<file path="src/rtl/wb_stage_pkg.sv">
// wb_stage_pkg: bus widths, field offsets and packed views of the WB input and forward buses
`define WB_FWD_VALID        85
`define WB_FWD_CSR_WEN      84
`define WB_FWD_CSR_ADDR_LSB 70
`define WB_FWD_CSR_DATA_LSB 38
`define WB_FWD_GR_WE        37
`define WB_FWD_DEST_LSB     32
`define WB_FWD_RESULT_LSB   0
package wb_stage_pkg;
  localparam int ES_TO_WS_BUS_WD = 117;
  localparam int FORWAED_BUS_WD  = 86;
  typedef struct packed {
    logic        csr_wen;
    logic [13:0] csr_addr;
    logic [31:0] csr_wdata;
    logic        gr_we;
    logic [4:0]  dest;
    logic [31:0] result;
    logic [31:0] pc;
  } es_to_ws_t;
  typedef struct packed {
    logic        valid;
    logic        csr_wen;
    logic [13:0] csr_addr;
    logic [31:0] csr_wdata;
    logic        gr_we;
    logic [4:0]  dest;
    logic [31:0] result;
  } fwd_t;
endpackage

</file>
<file path="src/rtl/wb_retire_cnt.sv">
// wb_retire_cnt: wrapping count of committed instructions
module wb_retire_cnt #(
  parameter int CNT_W = 64
) (
  input  logic             clk,
  input  logic             reset,
  input  logic             inc_i,
  output logic [CNT_W-1:0] cnt_o
);
  logic [CNT_W-1:0] cnt_q, cnt_d;
  always_comb cnt_d = cnt_q + CNT_W'(inc_i);
  always_ff @(posedge clk) begin
    if (reset) cnt_q <= '0;
    else cnt_q <= cnt_d;
  end
  assign cnt_o = cnt_q;
endmodule

</file>
<file path="src/rtl/wb_stage.sv">
// wb_stage: writeback commit, RF/CSR write ports, forwarding buses and retire counter.
// Optional difftest trace ports under WB_TRACE_EN.
module wb_stage
  import wb_stage_pkg::*;
#(
  parameter int CNT_W = 64
) (
  input  logic                       clk,
  input  logic                       reset,
  input  logic [1:0]                 es_to_ws_valid,
  input  logic [ES_TO_WS_BUS_WD-1:0] es_to_ws_bus,
  output logic                       ws_ready,
  output logic [FORWAED_BUS_WD-1:0]  forward_data1,
  output logic [FORWAED_BUS_WD-1:0]  forward_data2,
  output logic                       rf_we,
  output logic [4:0]                 rf_waddr,
  output logic [31:0]                rf_wdata,
  output logic                       csr_we,
  output logic [13:0]                csr_waddr,
  output logic [31:0]                csr_wdata,
  output logic [CNT_W-1:0]           retire_cnt
`ifdef WB_TRACE_EN
  ,
  output logic [31:0]                debug_wb_pc,
  output logic [3:0]                 debug_wb_rf_we,
  output logic [4:0]                 debug_wb_rf_wnum,
  output logic [31:0]                debug_wb_rf_wdata
`endif
);
  es_to_ws_t bus;
  fwd_t      fwd_d, commit_q;
  logic      commit;
  assign bus = es_to_ws_bus;
  always_comb begin
    commit        = es_to_ws_valid[0] & es_to_ws_valid[1];
    ws_ready      = ~(es_to_ws_valid[0] & ~es_to_ws_valid[1]);
    fwd_d         = '{valid: commit, csr_wen: bus.csr_wen, csr_addr: bus.csr_addr,
                      csr_wdata: bus.csr_wdata, gr_we: bus.gr_we, dest: bus.dest,
                      result: bus.result};
    forward_data2 = fwd_d;
    forward_data1 = commit_q;
    rf_we         = commit_q.valid & commit_q.gr_we & (commit_q.dest != 5'd0);
    rf_waddr      = commit_q.dest;
    rf_wdata      = commit_q.result;
    csr_we        = commit_q.valid & commit_q.csr_wen;
    csr_waddr     = commit_q.csr_addr;
    csr_wdata     = commit_q.csr_wdata;
  end
  // Stalls and bubbles load an all-zero entry so nothing stale reaches the write ports.
  always_ff @(posedge clk) begin
    if (reset) commit_q <= '0;
    else commit_q <= commit ? fwd_d : '0;
  end
`ifdef WB_TRACE_EN
  logic [31:0] pc_q;
  always_ff @(posedge clk) begin
    if (reset) pc_q <= '0;
    else pc_q <= commit ? bus.pc : '0;
  end
  assign debug_wb_pc       = pc_q;
  assign debug_wb_rf_we    = {4{rf_we}};
  assign debug_wb_rf_wnum  = commit_q.dest;
  assign debug_wb_rf_wdata = commit_q.result;
`else
  logic unused_pc;
  assign unused_pc = ^bus.pc;
`endif
  wb_retire_cnt #(.CNT_W(CNT_W)) u_retire_cnt (
    .clk  (clk),
    .reset(reset),
    .inc_i(commit),
    .cnt_o(retire_cnt)
  );
endmodule

</file>
<file path="config.mk">
export PLATFORM = sky130hd
export DESIGN_NAME = wb_stage
export DESIGN_NICKNAME = d
export VERILOG_FILES = /design/src/rtl/wb_stage_pkg.sv /design/src/rtl/wb_retire_cnt.sv /design/src/rtl/wb_stage.sv
export SDC_FILE = /design/constraint.sdc
export NUM_CORES = 1
export LEC_CHECK = 0
export ABC_AREA = 1
export BUFFER_PORTS_ARGS = -buffer_cell sky130_fd_sc_hd__buf_2
export CAP_MARGIN = 40
export CORE_AREA = 2 2 171 173
export CTS_BUF_LIST = sky130_fd_sc_hd__clkbuf_4
export CTS_CLUSTER_DIAMETER = 200
export DETAILED_ROUTE_END_ITERATION = 7
export DIE_AREA = 0 0 173 175
export MAX_ROUTING_LAYER = met4
export PLACE_DENSITY = 0.55
export SETUP_SLACK_MARGIN = 0.4
export SLEW_MARGIN = 20
export SYNTH_ARGS = -nofsm -noshare
export SYNTH_HDL_FRONTEND = slang
export SYNTH_HIERARCHICAL = 1
export SYNTH_SLANG_ARGS = --single-unit
</file>
<file path="constraint.sdc">
create_clock -name clk -period 1.9 [get_ports clk]
set_input_delay 0.19 -clock clk [delete_from_list [all_inputs] [get_ports clk]]
set_output_delay 0.19 -clock clk [all_outputs]
set_load 0.02 [all_outputs]
</file>
### Word level (Yosys, flattened, before mapping)

Index checks and enable logic that the tools add are counted.

* bits in read-only memories: 0
* memories: 0
* register bits after elaboration: 150
* input port bits: 121
* word-level logic and storage cells: 20
* output and inout port bits: 322
* memory bits (writable): 0
* bits in latches: 0

* magnitude comparators: 0
* shift-type cells: 0
* add/subtract/negate cells: 1
* bitwise gates (word level): 8
* multipliers: 0
* equality and inequality tests: 0
* multiplexer cells: 1
* reduce and logical (&&, ||, !) cells: 2
* div/mod/pow operators: 0

Operators with widths (number)
* 2-to-1 mux 86 bit: 1
* adder 64 x 1 -> 64 bit: 1
* bitwise AND 1 bit: 5
* nonzero test 5 bit: 1
* inverter 1 bit: 3
* OR reduction 2 bit: 1

### Longest topological paths before layout

Gate-level depths: netlist of run 1.

* word-level depth: 3
* depth in mapped cells: 13

### Cells and area by module

Netlist of run 1, hierarchy kept.

Modules (own cells, without submodules)
* wb_stage: instances 1, area an instance 4201.5 um^2, cells each 450
* wb_retire_cnt: instances 1, area an instance 3807.4 um^2, cells each 637

### Least setup slack after synthesis of run 1

Ideal clock, no wire load.

* path kind: register to register
* start: register u_retire_cnt.cnt_q[0], in the netlist u_retire_cnt/cnt_o[0]
* end: register u_retire_cnt.cnt_q[56], in the netlist u_retire_cnt/cnt_o[56]
* period minus slack after synthesis: 1781 ps
* data required time: 1787 ps
* path buffers: 0
* library setup time: 113 ps
* path slack: 119 ps
* cell stages (with the launch flop): 12
* data arrival time: 1668 ps
* path through: dfxtp_1 ha_1 ha_1 nand2_2 nor2_4 nand2_4 nor2_8 nand2_2 nor2_1 nand2_1 nand2_1 nor2_1

* word-level cells in the longest chain between the ends: 1

Ends and longest elaborated chain
* start, declared: RTL line wb_retire_cnt.sv:10 `logic [CNT_W-1:0] cnt_q, cnt_d;`
* start signal, assigned: RTL line wb_retire_cnt.sv:14 `else cnt_q <= cnt_d;`
* adder 64 x 1 -> 64 bit: RTL line wb_retire_cnt.sv:11 `always_comb cnt_d = cnt_q + CNT_W'(inc_i);`

No other way between the ends.
A chain may end at the register's enable or synchronous reset.

### Worst setup path after layout of run 1

Same ends and word-level chain as after synthesis.

==> metrics list, run 1 <==
- In this design, the critical path's most frequently occurring cell is sky130_fd_sc_hd__nand2_4.
- Skew-Pair Late Insertion Delay: 0.53 ns
- In the detailed route, the total length drawn on met2 is 14.3 mm.
* Global-route wire length before repair: 46.3 mm
- TritonCTS created 17 clock buffers.
- The routed design uses 3.05 mm of met3 wire.
* Wire length on met1: 14.7 mm
* Hold-critical path endpoint: u_retire_cnt/cnt_o[0]
* Number of rows created at floorplan: 62
- Final net count: 1594
- Largest fanout on the critical path: 5
* Adder-cell share of the synthesized area: 0.312%
- The total overflow left after global routing is 0.
- Synthesis warning total: 6
- Measured against its own limit, the worst slew margin works out to 77.9%.
* Total standard cell area after synthesis: 8010 um^2
* Core utilization of the finished layout: 39.8%
* Commonest non-fill, non-tap cell in the layout: sky130_fd_sc_hd__buf_2
- The worst setup path is captured at a flip-flop.
- After synthesis the netlist holds a flip-flop and latch count of 150.
* Post-synth cell types: 27
- Final worst path period share: 88.6%
- The tool flagged a number of max-cap violations equal to 0.
- Category of the most critical setup path: flip-flop to flip-flop
- The startpoint identified for the worst register-to-register timing path is u_retire_cnt/cnt_o[0].
* Critical path required time: 2.33 ns
* Outcome: finished, final reports clean
- The share of the Yosys chip area taken by registers is 37.5%.
- The signal on the critical path passes through ha_4 -> ha_4 -> nand2_4 -> nor2_4 -> nand2_4 -> nor2_8 -> nand2_4 -> nor2_4 -> nand2_1 -> nand2_1 -> nor2_1.
- Summed over all cells, the static leakage comes to 5.86 nW.
- In this run the deepest clock path goes through 2 buffers.
- Boundary pin count: 443
* Mux cell area share after synthesis: 0%
- In this run the standard cell core region covers 28400 um^2.
* Number of sinks driven by the clock tree: 150
* Hold Crit Start: es_to_ws_valid[1]
- At the pin with the least slew margin, the transition time is 0.332 ns.
- Derived from the worst setup path, the maximum achievable clock frequency is 594 MHz.
- Largest family of logic cells by synthesized area: simple AND/OR/NAND/NOR gates
- RSZ-0062 raised after global routing: yes
- Clock tree root driver cell: sky130_fd_sc_hd__clkbuf_4
- The synthesized netlist devotes 0.984% of its cell area to XOR and XNOR gates.
* Highest metal layer with signal wires: met4
- After detailed routing, the total wire length is 32.8 mm.
* Full die area: 30300 um^2
- Of the total synthesized cell area, the portion taken by AND, OR, NAND and NOR gates is 31.4%.
- In this run the horizontal extent of the chip is 173 um.
- Maximum number of pins on one net before global-route repair: 43
- The detail route stage leaves a number of antenna-violating nets equal to 0.
- At the end of routability-driven placement, the weighted congestion stood at 0.892.
- Layout overhead on the synthesized area: 41.1%
- At the worst endpoint, the arrival time is 2.12 ns.
- Hold/Removal Path Class: input port to flip-flop
- IR analysis of the VDD net gives a maximum drop of 360 uV.
- Share of the synthesized area in compound gates (AO/OA/AOI/OAI): 4.09%
* Die Y: 175 um
* CTS tree: done
- Synthesis produced a netlist with a net count of 1210.
* Ratio of cells with drive above 1 in the final layout: 48.2%
- Pre-CTS setup slack: -0.00970 ns
- Element type at the critical path start: flip-flop
- Once the floorplan was initialized, standard cells occupied 28.2% of the core.
- Summed over all nets, the half-perimeter wirelength after detailed placement is 26.2 mm.
- Leading cell types in the layout, fill and taps excluded: sky130_fd_sc_hd__buf_2, sky130_fd_sc_hd__nand2_1, sky130_fd_sc_hd__inv_1, sky130_fd_sc_hd__nor2_1, sky130_fd_sc_hd__dfxtp_1
- Shortest clock period the worst path allows after layout: 1.68 ns
- Setup violations remaining at the end of the flow were counted as 0.
- Vias per std cell: 4.20
- Port Buffer Count: 410
- The number of max-slew violations in the final report was 0.
- Power density relative to cell area: 553 nW/um^2
- The initial antenna violation count was 1.
* Minimum setup slack among reg-to-reg paths: 0.22 ns
- After clock tree synthesis, the clock-pin slew on the worst setup and hold paths is 0.14 ns.
- Slowest Stage Delay on Critical Path: 0.38 ns
- Total via count in the routed design: 7853
- DRC violation count after routing: 0
- For this block, the initial DRC count from the detailed router was 514.
- Critical register-to-register path endpoint: u_retire_cnt/cnt_o[56]
- Number of cell instances on the worst register-to-register path: 11
- Slowest stage cell, crit path: sky130_fd_sc_hd__dfxtp_4
* WHS Path Cells: 6
- Worst setup margin: 0.217 ns
* Synthesized area per cell: 7.37 um^2
* Final routed wire length divided by cell count: 17.5 um
- The clock arrives with 0.0349 ns of skew.
- Number of endpoints with negative hold slack in the final report: 0
- GRT Total Usage: 21.4%
* Number of iterations in the first detailed-routing pass: 5
- Post-synthesis instance total: 1087
- The via count of the first global-routing pass is 7360.
* Deepest level of the CTS H-tree: 4
-- cell families after synthesis --
kind of cell | after synthesis
flip-flops | 150
adder cells (fa/ha/maj) | 2
AND/OR/NAND/NOR | 513
buffers and inverters | 354
XOR/XNOR | 9
AO/OA/AOI/OAI | 59
-- metal layers --
metal	track usage, %	up-vias
met3	6.64	21
li1	-	3828
met5	-	-
met4	6.11	0
met2	32.1	347
met1	27.7	3657
-- state kept, by name, indices dropped and copies added, names as in the netlist --
name / count
forward_data1: 3
rf_waddr: 5
u_retire_cnt/cnt_o: 64
csr_waddr: 14
csr_wdata: 32
rf_wdata: 32
-- critical path: cells and delay by family (launching register included) --
family	cells	cell delay, ns
adders and majority gates	2	0.29
DFF	1	0.38
and+or+nand+nor	9	0.91
-- final cells by class --
type	instances	area (um^2)
well taps	384	480
clock inverters	15	141
clock buffers	17	128
inverters	170	648
multi-input cells	584	3380
repair buffers	548	3410
fillers	3017	17100
diodes	1	2.50
flip-flops and latches	150	3110
-- metrics by stage --
step	TNS [ns]	hold WS [ns]	power (mW)	std cells	instance area, um^2
after global routing	0	0.164	6.53	1869	11300
after detailed placement	-0.0163	0.420	4.17	1718	9370
after global placement	0	0.418	4.17	1718	9370
final	0	0.240	6.25	1869	11300
after floorplan	0	0.262	3.95	1087	8060
after CTS	0	0.176	6.36	1852	10900
-- cells in the mapped netlist --
cell / n / share of area (%)
sky130_fd_sc_hd__nand3b_1: 1 / 0.094
sky130_fd_sc_hd__o21ai_0: 18 / 1.1
sky130_fd_sc_hd__o21bai_1: 9 / 0.84
sky130_fd_sc_hd__nor2_8: 2 / 0.50
sky130_fd_sc_hd__nor2_2: 8 / 0.62
sky130_fd_sc_hd__nor3_1: 1 / 0.062
sky130_fd_sc_hd__buf_4: 169 / 16
sky130_fd_sc_hd__nand3_1: 26 / 1.6
sky130_fd_sc_hd__o21a_1: 4 / 0.37
sky130_fd_sc_hd__dfxtp_1: 150 / 37
sky130_fd_sc_hd__inv_1: 167 / 7.8
sky130_fd_sc_hd__nor2_1: 201 / 9.4
sky130_fd_sc_hd__buf_2: 3 / 0.19
sky130_fd_sc_hd__xor2_1: 7 / 0.77
sky130_fd_sc_hd__a21oi_1: 28 / 1.7
sky130_fd_sc_hd__inv_2: 3 / 0.14
sky130_fd_sc_hd__xnor2_1: 2 / 0.22
sky130_fd_sc_hd__nand4_1: 9 / 0.70
sky130_fd_sc_hd__nor2_4: 57 / 8.0
sky130_fd_sc_hd__buf_1: 1 / 0.047
sky130_fd_sc_hd__nand2_4: 3 / 0.42
sky130_fd_sc_hd__ha_1: 2 / 0.31
sky130_fd_sc_hd__buf_12: 5 / 1.2
sky130_fd_sc_hd__nand2_2: 12 / 0.94
sky130_fd_sc_hd__nand2_1: 193 / 9.0
sky130_fd_sc_hd__buf_6: 1 / 0.14
sky130_fd_sc_hd__clkbuf_1: 5 / 0.23
-- worst max path at each step --
| stage | from | endpoint | slack, ns | depth (start not counted) |
|---|---|---|---|---|
| floorplan | u_retire_cnt/cnt_o[0] | u_retire_cnt/cnt_o[54] | 0.36 | 11 |
| global placement | es_to_ws_valid[0] | u_retire_cnt/cnt_o[38] | 0.02 | 14 |
| detailed placement | es_to_ws_valid[0] | u_retire_cnt/cnt_o[38] | -0.01 | 14 |
| CTS | rf_waddr[3] | rf_we | 0.24 | 5 |
| global route | u_retire_cnt/cnt_o[0] | u_retire_cnt/cnt_o[38] | 0.10 | 10 |
| finish | u_retire_cnt/cnt_o[0] | u_retire_cnt/cnt_o[56] | 0.22 | 11 |
-- power breakdown --
part           total, mW  switching, mW  internal, mW  leakage, nW
Combinational       1.02          0.629         0.394         4.47
Clock               2.01           1.33         0.679        0.141
Sequential          3.21         0.0365          3.18         1.25
Total               6.25           2.00          4.25         5.86
-- what timing repair did --
item / 4_1_cts / 5_1_grt
resized for setup: 95 / 99
pin swaps: 28 / 38
endpoints found under the hold margin: 86 / 0
hold buffers: 87 / 0
setup endpoints to repair: 51 / 66
setup buffers: 14 / 16
gates cloned: 1 / 0
Note: power is estimated with default switching activity, not from simulation.
==> run 2, diff against run 1 <==
--- a/config.mk
+++ b/config.mk
@@ -13,8 +13,10 @@
 export CTS_CLUSTER_DIAMETER = 200
 export DETAILED_ROUTE_END_ITERATION = 7
 export DIE_AREA = 0 0 173 175
+export GPL_TIMING_DRIVEN = 0
 export MAX_ROUTING_LAYER = met4
 export PLACE_DENSITY = 0.55
+export REMOVE_ABC_BUFFERS = 1
 export SETUP_SLACK_MARGIN = 0.4
 export SLEW_MARGIN = 20
 export SYNTH_ARGS = -nofsm -noshare
==> metrics list, run 2 (synthesized netlist as in run 1, its figures left out) <==
- Number of endpoints with negative hold slack in the final report: 0
- Hold Crit Start: reset
- Timing analysis after detailed placement gives a worst setup slack of -0.209 ns.
- At the end of the flow the core is filled with cells to 38.9%.
* Ratio of cells with drive above 1 in the final layout: 46.3%
- Skew-Pair Late Insertion Delay: 0.54 ns
- The path class of the tightest hold or removal check is input port to flip-flop.
- Vias in the first global route: 7321
- Power density relative to cell area: 597 nW/um^2
* Placer's final routability congestion estimate: 0.932
- Starting utilization of the core area: 28.2%
* R2R Path Start: u_retire_cnt/cnt_o[0]
* Fill cells: 3034
- Register Area: 3090 um^2
* Full die area: 30300 um^2
- The flow ran to the end, and the final reports show no timing, DRC or antenna violations.
- Counting the buffers created by CTS gives 17.
- In the final layout, the multi-input gates occupy 3320 um^2.
* Number of iterations in the first detailed-routing pass: 5
- Critical register-to-register path endpoint: u_retire_cnt/cnt_o[60]
- Sort of element at the end of the critical path: flip-flop
- Clock tree root driver cell: sky130_fd_sc_hd__clkbuf_4
* Finished Layout Cells: 1846
- Commonest non-fill, non-tap cell in the layout: sky130_fd_sc_hd__buf_2
- Antenna Violating Nets Remaining: 0
- The initial antenna violation count is 5.
- TritonCTS built the clock tree.
- Max-Slew Margin vs Limit: 50.5%
* Number of max-capacitance violations reported: 0
- Boundary pin count: 443
* RSZ-0062 raised after global routing: yes
- DRC violation count after routing: 0
- On the final layout, the worst clock skew is 0.0207 ns.
* Number of cell instances on the worst register-to-register path: 11
- Worst setup margin: 0.227 ns
- Timing startpoint of the critical path: u_retire_cnt/cnt_o[0]
- Once placement finished, the instance area stood at 9160 um^2.
- CTS clock-pin slew for the worst setup and hold paths: 0.15 ns
* GRT Residual Overflow: 0
* Port Buffer Count: 410
* Overall routed net length: 31.7 mm
- After detailed placement, the design holds a cell count of 1698.
- In the final routed layout, each cell accounts on average for 17.2 um.
- Relative to the synthesized area, the layout overhead comes to 38.0%.
- The worst setup path is launched from a flip-flop.
- For the worst setup path, the data arrival time is 2.12 ns.
- Setup violators final: 0
* Final net count: 1568
* Global-route wire length before repair: 45.4 mm
- Max reg flops: 64
- GRT Total Usage: 20.8%
* Final worst path period share: 88.0%
- At the worst endpoint, the required time is 2.34 ns.
* Overall die width: 173 um
- Deepest level of the CTS H-tree: 4
- Total via count in the routed design: 7565
- VDD IR-drop max: 374 uV
- Initial detailed-routing violation count: 435
* Largest fanout on the critical path: 4
* Number of rows created at floorplan: 62
- The analysis attributes to cell leakage a power of 5.80 nW.
- The setup path with the least slack is of type flip-flop to flip-flop.
- Number of sinks driven by the clock tree: 150
- Detailed-placement wirelength estimate: 26.1 mm
* Leading cell types in the layout, fill and taps excluded: sky130_fd_sc_hd__buf_2, sky130_fd_sc_hd__nand2_1, sky130_fd_sc_hd__nor2_1
- Derived from the worst setup path, the maximum achievable clock frequency is 598 MHz.
- Core Area: 28400 um^2
- Total count of max-transition violations in the final report: 0
- Following the worst setup path forward leads to its endpoint at u_retire_cnt/cnt_o[60].
- Design Power: 6.60 mW
- In this run the deepest clock path goes through 2 buffers.
- Die Y: 175 um
- The finished cells cover 11100 um^2.
- The worst register-to-register path has a setup slack of 0.23 ns.
- At the pin with the least slew margin, the transition time is 0.741 ns.
- Shortest clock period the worst path allows after layout: 1.67 ns
* Maximum number of pins on one net before global-route repair: 59
- Vias per std cell: 4.10
[run 2: changes by cell type in the layout (fill, tap and decap cells not counted), moves of 5 or more]
cell                      delta
sky130_fd_sc_hd__buf_4      -23
sky130_fd_sc_hd__dfxtp_2    +14
sky130_fd_sc_hd__dfxtp_4    -10
sky130_fd_sc_hd__nand2_2    -10
sky130_fd_sc_hd__nand2_1     +7
sky130_fd_sc_hd__nor2_2      -6
sky130_fd_sc_hd__o21ai_0     +5
[run 2: how the worst min path moves through the flow]
stage / endpoint / slack, ns / depth (start not counted)
floorplan: u_retire_cnt/cnt_o[45] / 0.26 / 1
global placement: csr_waddr[3] / 0.42 / 3
detailed placement: csr_waddr[3] / 0.42 / 3
CTS: u_retire_cnt/cnt_o[41] / 0.12 / 2
global route: u_retire_cnt/cnt_o[43] / 0.11 / 2
finish: u_retire_cnt/cnt_o[43] / 0.15 / 2
[run 2: what timing repair did]
action                                 in CTS  in global routing
gates resized for setup                   113                 64
endpoints found under the hold margin      86                  0
pin swaps                                  42                 28
setup buffers                              17                  9
setup endpoints to repair                  50                 66
hold buffers                               86                  0
[run 2: area by class of cell]
type,count,area share [%]
multi-input combinational,583,30.0
timing repair buffer,523,28.8
sequential,150,28.0
inverter,170,5.86
tap,384,4.35
clock inverter,14,1.81
clock buffer,17,1.15
antenna,5,0.113
[run 2: where the power goes]
part / switching, mW / internal, mW
Clock: 1.33 / 1.06
Sequential: 0.0388 / 3.19
Combinational: 0.609 / 0.374
[run 2: metal layers]
layer | GRT usage, % | wire length [um] | up-vias
li1 | - | - | 3773
met3 | 5.00 | 1730 | 23
met2 | 36.3 | 16200 | 241
met1 | 24.1 | 13200 | 3528
met5 | - | 0 | -
met4 | 4.70 | 489 | 0
[run 2: per-stage QoR]
step	hold WS (ns)	TNS (ns)
detailed placement	0.422	-1.59
floorplan	0.259	-24.82
finish	0.150	0
global placement	0.418	-111.13
global route	0.110	0
CTS	0.117	0
[run 2: critical path, stage by stage, from the launching register on]
cell                      delay [ns]
sky130_fd_sc_hd__dfxtp_2        0.37
sky130_fd_sc_hd__ha_4           0.16
sky130_fd_sc_hd__ha_4           0.16
sky130_fd_sc_hd__nand2_4        0.06
sky130_fd_sc_hd__nor2_4         0.16
sky130_fd_sc_hd__buf_6          0.13
sky130_fd_sc_hd__nand3_4        0.12
sky130_fd_sc_hd__buf_4          0.17
sky130_fd_sc_hd__nor2_4         0.09
sky130_fd_sc_hd__nand3_1        0.08
sky130_fd_sc_hd__nand2_1        0.06
sky130_fd_sc_hd__nor2_1         0.05
==> run 3, diff against run 2 <==
--- a/config.mk
+++ b/config.mk
@@ -8,16 +8,19 @@
 export ABC_AREA = 1
 export BUFFER_PORTS_ARGS = -buffer_cell sky130_fd_sc_hd__buf_2
 export CAP_MARGIN = 40
-export CORE_AREA = 2 2 171 173
+export CELL_PAD_IN_SITES_DETAIL_PLACEMENT = 1
+export CELL_PAD_IN_SITES_GLOBAL_PLACEMENT = 1
+export CORE_AREA = 2 2 174 176
 export CTS_BUF_LIST = sky130_fd_sc_hd__clkbuf_4
 export CTS_CLUSTER_DIAMETER = 200
 export DETAILED_ROUTE_END_ITERATION = 7
-export DIE_AREA = 0 0 173 175
+export DIE_AREA = 0 0 176 178
 export GPL_TIMING_DRIVEN = 0
 export MAX_ROUTING_LAYER = met4
-export PLACE_DENSITY = 0.55
+export PLACE_DENSITY = 0.74
 export REMOVE_ABC_BUFFERS = 1
 export SETUP_SLACK_MARGIN = 0.4
+export SKIP_CTS_REPAIR_TIMING = 1
 export SLEW_MARGIN = 20
 export SYNTH_ARGS = -nofsm -noshare
 export SYNTH_HDL_FRONTEND = slang
==> metrics list, run 3 (synthesized netlist as in run 1, its figures left out) <==
* Layout overhead on the synthesized area: 38.2%
- Hold/Removal Path Class: input port to flip-flop
- Cell area after placement: 9170 um^2
- Design Power: 6.60 mW
* Outcome: finished, final reports clean
- Max Clock Freq: 573 MHz
- In the global route stage, overall resource usage came out at 21.0%.
- Pleak: 5.76 nW
* Setup violators final: 0
- Finished Layout Cells: 1850
* Number of sinks driven by the clock tree: 150
- CTS tree: done
- Max-cap violations in this run came to 0.
- For the final database, setup skew stands at 0.0314 ns.
* Leading cell types in the layout, fill and taps excluded: sky130_fd_sc_hd__buf_2, sky130_fd_sc_hd__nand2_1, sky130_fd_sc_hd__nor2_1
- The congestion estimate from routability-driven global placement came to 0.921.
- Commonest non-fill, non-tap cell in the layout: sky130_fd_sc_hd__buf_2
* Design area: 11100 um^2
- Buffers placed on the I/O ports in this run total 410.
- Across all layers, the routed design uses 7871 vias.
* Largest fanout on the critical path: 4
- Arrival time of the worst setup path: 2.21 ns
- Pre-CTS setup slack: -0.239 ns
- The floorplan step defined a die boundary enclosing 31300 um^2.
- The final-report hold violation count was 0.
- Number of buffers created by CTS: 17
- After clock tree synthesis, the clock-pin slew on the worst setup and hold paths is 0.16 ns.
- R2R Path Start: u_retire_cnt/cnt_o[0]
* Element type at the critical path start: flip-flop
- Summed over all nets, the half-perimeter wirelength after detailed placement is 28.3 mm.
* Dpl cells: 1704
* Category of the most critical setup path: flip-flop to flip-flop
- Final worst path period share: 91.9%
* Core utilization of the finished layout: 37.7%
- The worst-case IR drop observed on VDD is 369 uV.
- The H-tree generated during clock tree synthesis spans 4 levels.
- RSZ-0062 raised after global routing: yes
* Vias per std cell: 4.25
- In this run the worst setup path begins at u_retire_cnt/cnt_o[0].
* Final routed wire length divided by cell count: 19.3 um
- Core Area: 29400 um^2
- The later pin in the worst-skew pair is clocked with a latency of 0.56 ns.
- The tree is rooted in a sky130_fd_sc_hd__clkbuf_4.
- For this design the ratio of total power to cell area is 596 nW/um^2.
- Vias in the first global route: 7356
- Overall routed net length: 35.7 mm
- After floorplanning, the core was divided into 63 placement rows.
* Ratio of cells with drive above 1 in the final layout: 46.6%
- Die Y: 178 um
- Max reg flops: 64
- Entering global routing, the biggest net connects 54 pins.
- Sort of element at the end of the critical path: flip-flop
- In this run the remaining antenna-violating nets after routing total 0.
* Antenna violations before repair: 5
* Fill cells: 3673
- Clock Path Buffers: 2
- Overall die width: 176 um
* Boundary pin count: 443
- Shortest clock period the worst path allows after layout: 1.75 ns
- After the last flow step, the layout net total stands at 1565.
* Initial detailed-routing violation count: 333
- Slew at the pin closest to its max-slew limit: 0.781 ns
* DRC violation count after routing: 0
- Global-route wire length before repair: 46.3 mm
- Starting utilization of the core area: 27.2%
* Hold Crit Start: reset
- GRT Residual Overflow: 0
- Measured against its own limit, the worst slew margin works out to 47.9%.
- Total count of max-transition violations in the final report: 0
- Critical path required time: 2.36 ns
* Worst setup margin: 0.153 ns
- Number of iterations in the first detailed-routing pass: 4
-- run 3: cell count changes in the layout (fill, tap and decap cells not counted), moves of 2 or more --
cell	previous run	this run
sky130_fd_sc_hd__buf_4	16	12
sky130_fd_sc_hd__dfxtp_1	92	88
sky130_fd_sc_hd__nand3_1	17	13
sky130_fd_sc_hd__dfxtp_2	52	55
sky130_fd_sc_hd__nand3_2	8	11
sky130_fd_sc_hd__clkinv_2	0	2
sky130_fd_sc_hd__clkinv_4	3	1
sky130_fd_sc_hd__inv_2	5	3
sky130_fd_sc_hd__inv_8	1	3
sky130_fd_sc_hd__nand2_4	16	14
sky130_fd_sc_hd__nor2_2	25	23
-- run 3: path summary, 6_finish.rpt --
kind	endpoint	slack, ns	depth (start not counted)
hold reg to reg	u_retire_cnt/cnt_o[13]	0.48	1
setup / recovery	u_retire_cnt/cnt_o[50]	0.15	11
setup reg to reg	u_retire_cnt/cnt_o[50]	0.15	11
hold / removal	u_retire_cnt/cnt_o[26]	0.13	2
-- run 3: area by class of cell --
cell class              count  area, um^2  area share [%]
clock inverters            15         190            1.72
flip-flops and latches    150        3100            28.0
diodes                      5        12.5           0.113
multi-input cells         583        3330            30.1
inverters                 170         651            5.88
repair buffers            520        3170            28.6
clock buffers              17         128            1.15
well taps                 390         488            4.41
-- run 3: metal layers --
layer	share of wire [%]	routed length [um]	global-route usage [%]
met1	39	13900	22.4
met5	0	0	-
met4	2.8	1010	5.06
met3	5.5	1970	7.25
met2	53	18800	37.3
-- run 3: power by group --
group,internal [mW],total [mW],leakage (nW),switching [mW]
Sequential,3.19,3.23,1.25,0.0384
Combinational,0.373,1.02,4.35,0.645
Clock,0.948,2.35,0.168,1.40
Total,4.51,6.60,5.76,2.09
-- run 3: worst max-delay path: stages (launching register included) --
cell and delay [ns]:
sky130_fd_sc_hd__dfxtp_2 0.38, sky130_fd_sc_hd__ha_4 0.14, sky130_fd_sc_hd__ha_4 0.15, sky130_fd_sc_hd__nand2_4 0.06, sky130_fd_sc_hd__nor2_4 0.22, sky130_fd_sc_hd__nand2_4 0.13, sky130_fd_sc_hd__nor2_4 0.21, sky130_fd_sc_hd__nand2_4 0.10
sky130_fd_sc_hd__nor2_4 0.09, sky130_fd_sc_hd__nand2_1 0.05, sky130_fd_sc_hd__nand2_1 0.06, sky130_fd_sc_hd__nor2_1 0.05
-- run 3: per-stage QoR --
step                      hold slack [ns]  setup TNS [ns]
after floorplan                     0.259          -24.82
after global routing               0.0851               0
final                               0.132               0
after CTS                          -0.241          -0.769
after global placement              0.417         -105.89
after detailed placement            0.422           -2.31
